### src/rtl/cla_addsub_pipe_pkg.sv
// Shared ALU constants: flag bit positions in out_flags and the add/sub op encoding.
package cla_addsub_pipe_pkg;

  localparam int unsigned NUM_FLAGS = 4;
  localparam int unsigned FLAG_C    = 3;
  localparam int unsigned FLAG_V    = 2;
  localparam int unsigned FLAG_Z    = 1;
  localparam int unsigned FLAG_N    = 0;

  typedef enum logic {
    OP_ADD = 1'b0,
    OP_SUB = 1'b1
  } addsub_op_e;

endpackage

### src/rtl/cla_addsub_pipe_if.sv
// Operand/result handshake bundle for cla_addsub_pipe; master drives operands, slave is the adder.
interface cla_addsub_pipe_if
  import cla_addsub_pipe_pkg::*;
#(
  parameter int unsigned WIDTH = 8
);
  logic                 in_valid;
  logic                 in_ready;
  logic [WIDTH-1:0]     in_a;
  logic [WIDTH-1:0]     in_b;
  logic                 in_sub;
  logic                 in_cin;
  logic                 out_valid;
  logic                 out_ready;
  logic [WIDTH-1:0]     out_res;
  logic [NUM_FLAGS-1:0] out_flags;

  modport master (
    output in_valid, in_a, in_b, in_sub, in_cin, out_ready,
    input  in_ready, out_valid, out_res, out_flags
  );

  modport slave (
    input  in_valid, in_a, in_b, in_sub, in_cin, out_ready,
    output in_ready, out_valid, out_res, out_flags
  );
endinterface

### src/rtl/cla_addsub_pipe_cla_group.sv
// Combinational GROUP-bit carry-look-ahead block: sum, carry-out, group P/G and carry into the MSB.
module cla_group #(
  parameter int unsigned GROUP = 4
) (
  input  logic [GROUP-1:0] a_i,
  input  logic [GROUP-1:0] b_i,
  input  logic             cin_i,
  output logic [GROUP-1:0] sum_o,
  output logic             cout_o,
  output logic             p_o,
  output logic             g_o,
  output logic             cmsb_o
);
  logic [GROUP-1:0] p;
  logic [GROUP-1:0] g;
  logic [GROUP:0]   c;
  logic             pacc;
  logic             gacc;

  assign p = a_i ^ b_i;
  assign g = a_i & b_i;

  // Each carry is a flat sum of products over the lower bits, not a ripple.
  always_comb begin
    c    = '0;
    pacc = 1'b0;
    c[0] = cin_i;
    for (int unsigned i = 0; i < GROUP; i++) begin
      c[i+1] = g[i];
      pacc   = p[i];
      for (int unsigned j = i; j > 0; j--) begin
        c[i+1] = c[i+1] | (g[j-1] & pacc);
        pacc   = pacc & p[j-1];
      end
      c[i+1] = c[i+1] | (cin_i & pacc);
    end
  end

  always_comb begin
    gacc = 1'b0;
    for (int unsigned i = 0; i < GROUP; i++) begin
      gacc = g[i] | (p[i] & gacc);
    end
  end

  assign sum_o  = p ^ c[GROUP-1:0];
  assign cout_o = c[GROUP];
  assign cmsb_o = c[GROUP-1];
  assign p_o    = &p;
  assign g_o    = gacc;
endmodule

### src/rtl/cla_addsub_pipe.sv
// Pipelined CLA adder/subtractor with valid/ready on both sides and {C,V,Z,N} flags.
// Define CLA_ADDSUB_SATURATE_EN to clamp overflowing results to the signed max/min.
module cla_addsub_pipe
  import cla_addsub_pipe_pkg::*;
#(
  parameter int unsigned WIDTH  = 8,
  parameter int unsigned GROUP  = 4,
  parameter int unsigned STAGES = 2
) (
  input logic               clk,
  input logic               rst,
  cla_addsub_pipe_if.slave  bus
);
  localparam int unsigned NGRP = WIDTH / GROUP;
  localparam int unsigned GPS  = NGRP / STAGES;
  localparam int unsigned MID  = (STAGES > 1) ? STAGES - 1 : 1;

  function automatic logic [WIDTH-1:0] stage_mask(input int unsigned s);
    logic [WIDTH-1:0] m;
    m = '0;
    for (int unsigned i = s * GPS * GROUP; i < (s + 1) * GPS * GROUP; i++) m[i] = 1'b1;
    return m;
  endfunction

  addsub_op_e           op;
  logic [STAGES-1:0]    adv;
  logic [STAGES-1:0]    valid_q;
  logic [WIDTH-1:0]     st_a    [STAGES];
  logic [WIDTH-1:0]     st_b    [STAGES];
  logic [WIDTH-1:0]     st_res  [STAGES];
  logic [WIDTH-1:0]     st_resn [STAGES];
  logic                 st_cin  [STAGES];
  logic [WIDTH-1:0]     mid_a_q   [MID];
  logic [WIDTH-1:0]     mid_b_q   [MID];
  logic [WIDTH-1:0]     mid_res_q [MID];
  logic [MID-1:0]       mid_cy_q;
  logic [WIDTH-1:0]     sum_all;
  logic [NGRP-1:0]      gcout, gcmsb, gp, gg;
  logic [WIDTH-1:0]     res_d, res_q;
  logic [NUM_FLAGS-1:0] flags_d, flags_q;
  logic                 c_flag, v_flag;
  logic                 unused_grp;

  assign op = addsub_op_e'(bus.in_sub);

  // A stage may load when it is empty or its contents move on this cycle.
  always_comb begin
    adv           = '0;
    adv[STAGES-1] = ~valid_q[STAGES-1] | bus.out_ready;
    for (int unsigned s = STAGES - 1; s > 0; s--) adv[s-1] = ~valid_q[s-1] | adv[s];
  end

  assign bus.in_ready  = adv[0];
  assign bus.out_valid = valid_q[STAGES-1];
  assign bus.out_res   = res_q;
  assign bus.out_flags = flags_q;

  for (genvar s = 0; s < STAGES; s++) begin : g_stage
    if (s == 0) begin : g_first
      assign st_a[0]   = bus.in_a;
      assign st_b[0]   = (op == OP_SUB) ? ~bus.in_b : bus.in_b;
      assign st_cin[0] = (op == OP_SUB) ? 1'b1 : bus.in_cin;
      assign st_res[0] = '0;
    end else begin : g_later
      assign st_a[s]   = mid_a_q[s-1];
      assign st_b[s]   = mid_b_q[s-1];
      assign st_cin[s] = mid_cy_q[s-1];
      assign st_res[s] = mid_res_q[s-1];
    end
    assign st_resn[s] = (st_res[s] & ~stage_mask(s)) | (sum_all & stage_mask(s));
  end

  for (genvar k = 0; k < NGRP; k++) begin : g_grp
    localparam int unsigned S = k / GPS;
    logic gcin;
    if ((k % GPS) == 0) begin : g_head
      assign gcin = st_cin[S];
    end else begin : g_chain
      assign gcin = gcout[k-1];
    end
    cla_group #(.GROUP(GROUP)) u_grp (
      .a_i    (st_a[S][k*GROUP +: GROUP]),
      .b_i    (st_b[S][k*GROUP +: GROUP]),
      .cin_i  (gcin),
      .sum_o  (sum_all[k*GROUP +: GROUP]),
      .cout_o (gcout[k]),
      .p_o    (gp[k]),
      .g_o    (gg[k]),
      .cmsb_o (gcmsb[k])
    );
  end

  assign unused_grp = ^{gp, gg, gcmsb};

  always_comb begin
    c_flag = gcout[NGRP-1];
    v_flag = gcmsb[NGRP-1] ^ gcout[NGRP-1];
    res_d  = st_resn[STAGES-1];
`ifdef CLA_ADDSUB_SATURATE_EN
    if (v_flag) begin
      res_d = st_a[STAGES-1][WIDTH-1] ? {1'b1, {(WIDTH-1){1'b0}}} : {1'b0, {(WIDTH-1){1'b1}}};
    end
`endif
    flags_d         = '0;
    flags_d[FLAG_C] = c_flag;
    flags_d[FLAG_V] = v_flag;
    flags_d[FLAG_Z] = (res_d == '0);
    flags_d[FLAG_N] = res_d[WIDTH-1];
  end

  always_ff @(posedge clk or posedge rst) begin
    if (rst) begin
      valid_q  <= '0;
      res_q    <= '0;
      flags_q  <= '0;
      mid_cy_q <= '0;
      for (int unsigned s = 0; s < MID; s++) begin
        mid_a_q[s]   <= '0;
        mid_b_q[s]   <= '0;
        mid_res_q[s] <= '0;
      end
    end else begin
      if (adv[0]) valid_q[0] <= bus.in_valid;
      for (int unsigned s = 1; s < STAGES; s++) begin
        if (adv[s]) valid_q[s] <= valid_q[s-1];
      end
      // Data only loads behind a valid beat so results hold across bubbles.
      for (int unsigned s = 0; s + 1 < STAGES; s++) begin
        if (adv[s] && ((s == 0) ? bus.in_valid : valid_q[s-1])) begin
          mid_a_q[s]   <= st_a[s];
          mid_b_q[s]   <= st_b[s];
          mid_res_q[s] <= st_resn[s];
          mid_cy_q[s]  <= gcout[(s+1)*GPS-1];
        end
      end
      if (adv[STAGES-1] && ((STAGES == 1) ? bus.in_valid : valid_q[STAGES-2])) begin
        res_q   <= res_d;
        flags_q <= flags_d;
      end
    end
  end
endmodule

### src/flat_wrapper.sv
// flat-port wrapper written by rule: the top's interface ports become plain ports
module cla_addsub_pipe_flat import cla_addsub_pipe_pkg::*;
#(
  parameter int unsigned WIDTH  = 8,
  parameter int unsigned GROUP  = 4,
  parameter int unsigned STAGES = 2
)
  (clk, rst, bus_in_valid, bus_in_a, bus_in_b, bus_in_sub, bus_in_cin, bus_out_ready, bus_in_ready, bus_out_valid, bus_out_res, bus_out_flags);
  cla_addsub_pipe_if #(.WIDTH(WIDTH)) bus_i ();
  input logic clk;
  input logic rst;
  input wire logic [$bits(bus_i.in_valid)-1:0] bus_in_valid;
  input wire logic [$bits(bus_i.in_a)-1:0] bus_in_a;
  input wire logic [$bits(bus_i.in_b)-1:0] bus_in_b;
  input wire logic [$bits(bus_i.in_sub)-1:0] bus_in_sub;
  input wire logic [$bits(bus_i.in_cin)-1:0] bus_in_cin;
  input wire logic [$bits(bus_i.out_ready)-1:0] bus_out_ready;
  output wire logic [$bits(bus_i.in_ready)-1:0] bus_in_ready;
  output wire logic [$bits(bus_i.out_valid)-1:0] bus_out_valid;
  output wire logic [$bits(bus_i.out_res)-1:0] bus_out_res;
  output wire logic [$bits(bus_i.out_flags)-1:0] bus_out_flags;
  assign bus_i.in_valid = bus_in_valid;
  assign bus_i.in_a = bus_in_a;
  assign bus_i.in_b = bus_in_b;
  assign bus_i.in_sub = bus_in_sub;
  assign bus_i.in_cin = bus_in_cin;
  assign bus_i.out_ready = bus_out_ready;
  assign bus_in_ready = bus_i.in_ready;
  assign bus_out_valid = bus_i.out_valid;
  assign bus_out_res = bus_i.out_res;
  assign bus_out_flags = bus_i.out_flags;
  cla_addsub_pipe #(.WIDTH(WIDTH), .GROUP(GROUP), .STAGES(STAGES)) u_core (.clk(clk), .rst(rst), .bus(bus_i));
endmodule
### config.mk
export PLATFORM = sky130hd
export DESIGN_NAME = cla_addsub_pipe_flat
export DESIGN_NICKNAME = d
export VERILOG_FILES = /design/src/rtl/cla_addsub_pipe_pkg.sv /design/src/rtl/cla_addsub_pipe_if.sv /design/src/rtl/cla_addsub_pipe_cla_group.sv /design/src/rtl/cla_addsub_pipe.sv /design/src/flat_wrapper.sv
export SDC_FILE = /design/constraint.sdc
export NUM_CORES = 1
export LEC_CHECK = 0
export ABC_CLOCK_PERIOD_IN_PS = 1500
export BUFFER_PORTS_ARGS = -buffer_cell sky130_fd_sc_hd__buf_4
export CAP_MARGIN = 20
export CORE_ASPECT_RATIO = 1.25
export CORE_UTILIZATION = 47
export DETAILED_ROUTE_END_ITERATION = 12
export MAX_ROUTING_LAYER = met4
export PLACE_DENSITY = 0.78
export SYNTH_ARGS = -nofsm -noshare
export SYNTH_HDL_FRONTEND = slang
export SYNTH_SLANG_ARGS = --single-unit
### constraint.sdc
create_clock -name clk -period 1.5 [get_ports clk]
set_input_delay 0 -clock clk [delete_from_list [all_inputs] [get_ports clk]]
set_output_delay 0 -clock clk [all_outputs]
set_load 0.01 [all_outputs]
==> Word level (Yosys, flattened, before mapping) <==
Cells that the tools add are included.
{ "word_totals": {"ff_bits": 35, "in_bits": 22, "out_inout_bits": 14, "word_cells": 78} }
{ "op_classes": {"n_mux": 2, "bitwise": 65, "n_reduce_logical": 3} }
{ "ops": {"columns": ["cell", "count"], "rows": [
  ["$and A1 B1 Y1", 32],
  ["$or A1 B1 Y1", 22],
  ["$xor A4 B4 Y4", 4],
  ["$and A4 B4 Y4", 2],
  ["$logic_not A8 Y1", 1],
  ["$mux W8", 1],
  ["$not A8 Y8", 1],
  ["$or A4 B8 Y8", 1],
  ["$logic_and A1 B1 Y1", 2],
  ["$not A1 Y1", 2],
  ["$mux W1", 1],
  ["$xor A1 B1 Y1", 1]
]} }

==> Depth between registers and ports, before layout <==
Gate-level depths: netlist of run 1.
{ "depth": {"ltp_word": 8, "ltp_mapped": 7} }

==> Cells and area by module <==
Synthesis of run 1 repeated with hierarchy kept, for this count alone.
{ "unflattened": {"hier_cells": 118, "hier_area_um2": 1534.0} }
{ "modules_own_cells": {"columns": ["module", "instances", "cells_per_inst", "area_each_um2"], "rows": [
  ["cla_addsub_pipe", 1, 74, 1168.6],
  ["cla_group", 2, 22, 182.7]
]} }

==> Least setup slack after synthesis of run 1 <==
OpenSTA, ideal clock, no wires.
{ "synth_path": {"path_type": "register to register", "startpoint": "register u_core.mid_a_q[5] (netlist name)", "endpoint": "register u_core.flags_q[0], in the netlist u_core.bus.out_flags[0]", "setup_time_ns": 0.120, "t_arrival_ns": 1.442, "setup_slack_ns": -0.062, "path_stages_with_launch": 6, "synth_period_minus_slack_ns": 1.562, "cell_sequence": "dfrtp_1 ha_1 a21oi_4 a21oi_2 or3_1 a31o_1"} }
{ "synth_via": {"elab_chain_len": 7, "word_cells_on_any_way": 12, "cone_classes": "12 x bitwise"} }
{ "synth_lines": {"columns": ["item", "line_no", "text"], "rows": [
  ["from (decl)", "cla_addsub_pipe.sv:33", "logic [WIDTH-1:0] mid_a_q [MID];"],
  ["from (signal, indexed assignment)", "cla_addsub_pipe.sv:130", "mid_a_q[s] <= st_a[s];"],
  ["$and A4 B4 Y4 / $xor A4 B4 Y4 (equally long branches)", "cla_addsub_pipe_cla_group.sv:21, cla_addsub_pipe_cla_group.sv:20", null],
  ["$and A1 B1 Y1 (on tied branches)", "cla_addsub_pipe_cla_group.sv:32, cla_addsub_pipe_cla_group.sv:33", null],
  ["$or A1 B1 Y1, or another cell as far along", "cla_addsub_pipe_cla_group.sv:32", "c[i+1] = c[i+1] | (g[j-1] & pacc);"],
  ["$or A1 B1 Y1 / $and A1 B1 Y1 (equally long branches)", "cla_addsub_pipe_cla_group.sv:32, cla_addsub_pipe_cla_group.sv:35", null],
  ["$or A1 B1 Y1 *", "cla_addsub_pipe_cla_group.sv:35", "c[i+1] = c[i+1] | (cin_i & pacc);"],
  ["$xor A4 B4 Y4 *", "cla_addsub_pipe_cla_group.sv:46", "assign sum_o = p ^ c[GROUP-1:0];"],
  ["$or A4 B8 Y8 *", "cla_addsub_pipe.sv:70", "assign st_resn[s] = (st_res[s] & ~stage_mask(s)) | (sum_all & stage_mask(s));"],
  ["to (signal assigned)", "cla_addsub_pipe.sv:138", "flags_q <= flags_d;"],
  ["to (decl)", "cla_addsub_pipe.sv:40", "logic [NUM_FLAGS-1:0] flags_d, flags_q;"]
]} }
Every way passes the cells marked *; elsewhere a longest branch is shown, timed or not.
A chain may end at the register's enable or synchronous reset.

==> Final worst setup path of run 1 <==
Same ends and word-level chain as after synthesis.

==> metrics.txt, run 1 <==
first-pass GRT wire length=4920 microns; GP Congestion=0.730; RSZ-0062 raised after global routing=true; critical path depth=5; Initial Utilization=49.0%; Die Height=63.6 microns; DR vias=1,128; antenna violation net count after detailed routing=0; WP data required=1.73 ns; Leak Pwr=0.921 nW; initial antenna violation count=0; DR pass1 iterations=8; most used cell, CP=a21oi_4; Worst R2R Path Depth=5; CTS tree=done; Reg clk slew, reported paths=0.15 ns; CP top delay family=compound AO/OA/AOI/OAI gates; Endpoint, Worst Hold=u_core.g_grp[1].gcin$_DFFE_PP0P_; worst slew pin tran=0.442 ns; reg-to-reg critical path startpoint=u_core.mid_a_q[5]$_DFFE_PP0P_; H-tree Lvls=1; Syn Inst Count=132; Rel. slew slack=70.4%; n_diodes=0; global route overflow=0; CP bufs+invs=0; FP Rows=22; synthesized area=1430 sq um; CTS max path bufs=2; Fin Clk Skew=0.00720 ns; layout cells sized above 1=37.0%; pre-CTS WS=-0.0606 ns; Min-Delay Path Class=input pin to register; worst setup margin=-0.0507 ns; startpoint type of the worst setup path=register; f_max=645 MHz; failing checks=DRC, setup timing; Hold Path Stages=4; Worst EP arrival=1.78 ns; R2R Setup Slk=-0.05 ns; DRC viols=1; fin nets=217; syn nets=164; filler instances=232; Hold Startpoint=bus_in_a[3]; DR vias/cell=5.13; Placeable Area=2920 sq um; status=complete, but fails checks; die area=3270 sq um; worst-path fanout max=4; Tmin final=1.55 ns; Post-Syn Area per Cell=10.8 sq um; slowest CP cell=dfrtp_1; worst path cell trace=ha_4, a21oi_4, a21oi_4, or3_1, a31o_1; boundary pin count=36; Max Cap Viol=0; Synth Register Bits=26; chip width=51.3 microns; Power Density=1260 nW/um^2; wire per inst=13.2 microns; DP Area=1760 sq um; CP Class=register to register; Seq/Total Area, Yosys=45.5%; Yosys cell types=33; Pwr Total=0.00247 W; Clock Latency Late Sink=0.33 ns; Hold WS=0.0546 ns; Tcrit/Tclk final=103%; Tot GR Track Use=20.4%; CP startpoint=u_core.mid_a_q[5]$_DFFE_PP0P_; Port Buffers=35; Post-DP HPWL=2190 microns; largest net degree at the start of global routing=27; endpoint class of the critical path=register; final hold vios=0; Slew Limit Fails=0; initial DRC count=11; Finished Cell Area=1960 sq um; Synth Warn #=0; R2R Path End=u_core.bus.out_flags[0]$_DFFE_PP0P_; root buffer cell=clkbuf_4; area delta synth->final=37.2%; final setup violating endpoints=2; vias in the first global route=1,192; Max VDD drop=0.652 mV; slowest cell delay on critical path=0.44 ns; Num CTS Buffers=3; total wire length=2900 microns; total clock sinks=26
-- stage by stage --
step	utilization, %	cells	TNS, ns
global route	67.2	220	-0.337
CTS	66.1	219	-0.105
finish	67.2	220	-0.0933
detailed placement	60.5	204	-0.0984
floorplan	-	132	0
global placement	60.5	204	0
-- Yosys cell counts, drive strengths merged --
cell,instances,area [sq um]
xor2,7,61.3
dfrtp,26,651
o2111ai,1,8.76
a21boi,1,11.3
mux2,8,90.1
o41ai,1,16.3
nand3b,1,11.3
o31a,1,8.76
a21oi,5,40.0
nand3,3,15.0
o21ai,9,45.0
o211ai,1,12.5
and2,3,18.8
inv,8,30.0
ha,8,100
nand2,17,63.8
buf,5,36.3
a31o,1,8.76
xnor2,5,43.8
fa,2,40.0
nor4b,1,8.76
o31ai,2,20.0
o21a,2,15.0
a31oi,2,12.5
nor2,5,18.8
or3,1,6.26
nand2b,4,25.0
nor3,2,10.0
-- cells in the final DEF (no fill, tap or decap), drive strengths merged --
master       Yosys  final
buf              5     42
dfrtp           26     26
nand2           17     17
dlygate4sd3      0     11
o21ai            9      9
mux2             8      8
inv              8      8
ha               8      8
xor2             7      7
xnor2            5      5
nor2             5      5
a21oi            5      5
nand2b           4      4
and2             3      3
clkbuf           0      3
nand3            3      3
nor3             2      2
o21a             2      2
a31oi            2      2
fa               2      2
o31ai            2      2
nand3b           1      1
o211ai           1      1
a21boi           1      1
o2111ai          1      1
or3              1      1
a31o             1      1
nor4b            1      1
o41ai            1      1
o31a             1      1
bufinv           0      1
-- worst min-delay path: stages --
cell     delay, ns
buf_4         0.08
ha_1          0.14
nand3_1       0.07
nand3_1       0.07
-- cell families (layout without fill, tap and decap cells) --
logic type                 Yosys count  in the layout  synth area share, %
AOI/OAI and AO/OA                   26             26                 13.9
xor gates and xnor gates            12             12                 7.36
adders and majority gates           10             10                 9.81
buffers and inverters               13             65                 4.64
DFF                                 26             26                 45.5
muxes                                8              8                 6.30
and+or+nand+nor                     37             37                 12.4
-- report_power, final --
part | internal, W | total [W] | switching (W)
Combinational | 0.000530 | 0.000979 | 0.000449
Clock | 0.000270 | 0.000486 | 0.000216
Sequential | 0.000874 | 0.00101 | 0.000134
-- routing by layer --
layer | vias to the layer above | track usage (%) | part of all wire, %
met5 | - | - | 0
li1 | 556 | - | -
met1 | 542 | 21.1 | 40
met3 | 2 | 1.69 | 2.4
met4 | 0 | 9.46 | 0.72
met2 | 28 | 37.7 | 56
-- layout make-up --
class                   count  area, sq um  area share [%]
well taps                  36         45.0            2.30
inverters                   8         30.0            1.53
clock inverters             1         30.0            1.53
clock buffers               3         22.5            1.15
flip-flops and latches     26          651            33.2
multi-input cells          93          757            38.6
repair buffers             53          425            21.7
-- sequential cells by signal (all words and copies together) (netlist names) --
name	cells
u_core.bus.out_res	7
u_core.mid_a_q	4
u_core.g_grp.gcin	1
u_core.valid_q	2
u_core.mid_res_q	4
u_core.mid_b_q	4
u_core.bus.out_flags	4
-- worst max path at each step --
| stage | to |
|---|---|
| after detailed placement | u_core.bus.out_flags[0]$_DFFE_PP0P_ |
| after global routing | u_core.bus.out_flags[1]$_DFFE_PP0P_ |
| after global placement | u_core.bus.out_flags[0]$_DFFE_PP0P_ |
| after CTS | u_core.bus.out_flags[0]$_DFFE_PP0P_ |
| final | u_core.bus.out_flags[0]$_DFFE_PP0P_ |
| after floorplan | u_core.bus.out_flags[0]$_DFFE_PP0P_ |
-- what timing repair did --
action | 4_1_cts | 5_1_grt
setup endpoints to repair | 3 | 5
hold buffers | 11 | 0
resized for setup | 2 | 5
hold endpoints to repair | 37 | 0
pin swaps | 6 | 6
buffers inserted | 0 | 1
Note: power is estimated with default switching activity, not from simulation.
==> inputs of run 2 (changes only) <==
Settings changed: RECOVER_POWER from default to 50.
==> metrics.txt, run 2 (same netlist as run 1, synthesis figures left out) <==
antenna violation net count after detailed routing=0; most used cell, CP=a21oi_4; Initial Utilization=49.0%; Post-DP HPWL=2190 microns; final hold vios=0; vias in the first global route=1,192; max reg flops=7; met3 WL=74 microns; Met2 Wirelength=1630 microns; DR vias=1,127; CP bufs+invs=0; total clock sinks=26; post-route non-filler standard cell count=220; global route overflow=0; Slew Limit Fails=0; CP Class=register to register; Port Buffers=35; FP Rows=22; Finished Cell Area=1950 sq um; Setup TNS Final=-0.0933 ns; most common cell after layout, fill and taps aside=buf_4; largest net degree at the start of global routing=27; H-tree Lvls=1; Max VDD drop=0.640 mV; Worst EP arrival=1.78 ns; worst-path fanout max=4; Leak Pwr=0.913 nW; DR vias/cell=5.12; Num CTS Buffers=3; WP data required=1.73 ns; Power Density=1260 nW/um^2; fin nets=217; final setup violating endpoints=2; CTS max path bufs=2; total wire length=2900 microns; slowest CP cell=dfrtp_1; first-pass GRT wire length=4920 microns; Min-Delay Path Class=input pin to register; Tcrit/Tclk final=103%; top layer used by detailed routing=met4; Tmin final=1.55 ns; failing checks=DRC, setup timing; n_diodes=0; RSZ-0062 raised after global routing=true; DRC viols=1; status=complete, but fails checks; boundary pin count=36; root buffer cell=clkbuf_4; Tot GR Track Use=20.4%; startpoint type of the worst setup path=register; CTS tree=done; initial antenna violation count=0; DP Area=1760 sq um; worst slew pin tran=0.638 ns; worst setup margin=-0.0507 ns; Die Height=63.6 microns; GP Congestion=0.730; endpoint class of the critical path=register; layout cells sized above 1=35.9%; Placeable Area=2920 sq um; Max Cap Viol=0; Fin Clk Skew=0.00720 ns; Rel. slew slack=57.5%; initial DRC count=11; slowest cell delay on critical path=0.44 ns; CP top delay family=compound AO/OA/AOI/OAI gates; worst path cell trace=ha_4, a21oi_4, a21oi_4, or3_1, a31o_1; placed insts=204; die area=3270 sq um; met1 WL=1170 microns; area delta synth->final=36.5%; f_max=645 MHz; DR pass1 iterations=8; wire per inst=13.2 microns; Reg clk slew, reported paths=0.15 ns; most frequent cells in the layout=buf_4 (38), dfrtp_1 (26), nand2_1 (16), dlygate4sd3_1 (11), o21ai_0 (9); Clock Latency Late Sink=0.33 ns; chip width=51.3 microns
run 2: changes by cell type in the layout (fill, tap and decap cells not counted):
| cell | previous run | this run |
|---|---|---|
| buf_4 | 42 | 38 |
| clkbuf_1 | 0 | 2 |
| clkbuf_4 | 3 | 4 |
| clkbuf_2 | 0 | 1 |
run 2: timing repair:
action,in CTS,in global routing
hold buffers,11,0
buffers inserted,0,1
setup endpoints to repair,3,5
endpoints found under the hold margin,37,0
gates resized for setup,2,5
pin swaps,6,6
run 2: path summary, 6_finish.rpt:
check | startpoint | slack, ns | endpoint | cells past startpoint
min in group asynchronous | rst | 0.37 | u_core.valid_q[1]$_DFFE_PP0P_ | 4
max reg2reg | u_core.mid_a_q[5]$_DFFE_PP0P_ | -0.05 | u_core.bus.out_flags[0]$_DFFE_PP0P_ | 5
max in group asynchronous | rst | 0.71 | u_core.mid_a_q[7]$_DFFE_PP0P_ | 4
max | u_core.mid_a_q[5]$_DFFE_PP0P_ | -0.05 | u_core.bus.out_flags[0]$_DFFE_PP0P_ | 5
min reg2reg | u_core.bus.out_res[6]$_DFFE_PP0P_ | 0.51 | u_core.bus.out_res[6]$_DFFE_PP0P_ | 2
min | bus_in_a[3] | 0.05 | u_core.g_grp[1].gcin$_DFFE_PP0P_ | 4
run 2: stage by stage:
stage | worst slack [ns] | utilization (%) | power, W | hold slack, ns
final | -0.0507 | 66.9 | 0.00245 | 0.0546
after global routing | -0.139 | 66.9 | 0.00261 | 0.0518
after CTS | -0.0598 | 66.1 | 0.00244 | 0.0499
after detailed placement | -0.0606 | 60.5 | 0.00193 | 0.0817
after global placement | 0.00249 | 60.5 | 0.00188 | 0.0701
after floorplan | 0.0181 | - | 0.00156 | 0.0400
run 2: final cells by class:
type	instances	area (sq um)
fill	232	967
multi-input combinational	93	757
sequential	26	651
timing repair buffer	53	415
tap	36	45.0
clock inverter	1	30.0
inverter	8	30.0
clock buffer	3	22.5
run 2: power breakdown:
group	internal, W	leakage [nW]	switching [W]
registers	0.000874	0.312	0.000134
clock network	0.000270	0.0279	0.000216
logic	0.000512	0.574	0.000448
run 2: worst register-to-register path, stage by stage (launching register included):
cell,delay [ns]
dfrtp_1,0.44
ha_4,0.27
a21oi_4,0.18
a21oi_4,0.09
or3_1,0.31
a31o_1,0.18
run 2: routing by layer:
metal	vias to the layer above	global-route usage [%]
met5	-	-
li1	556	-
met4	0	9.46
met2	28	37.7
met3	2	1.69
met1	541	21.1
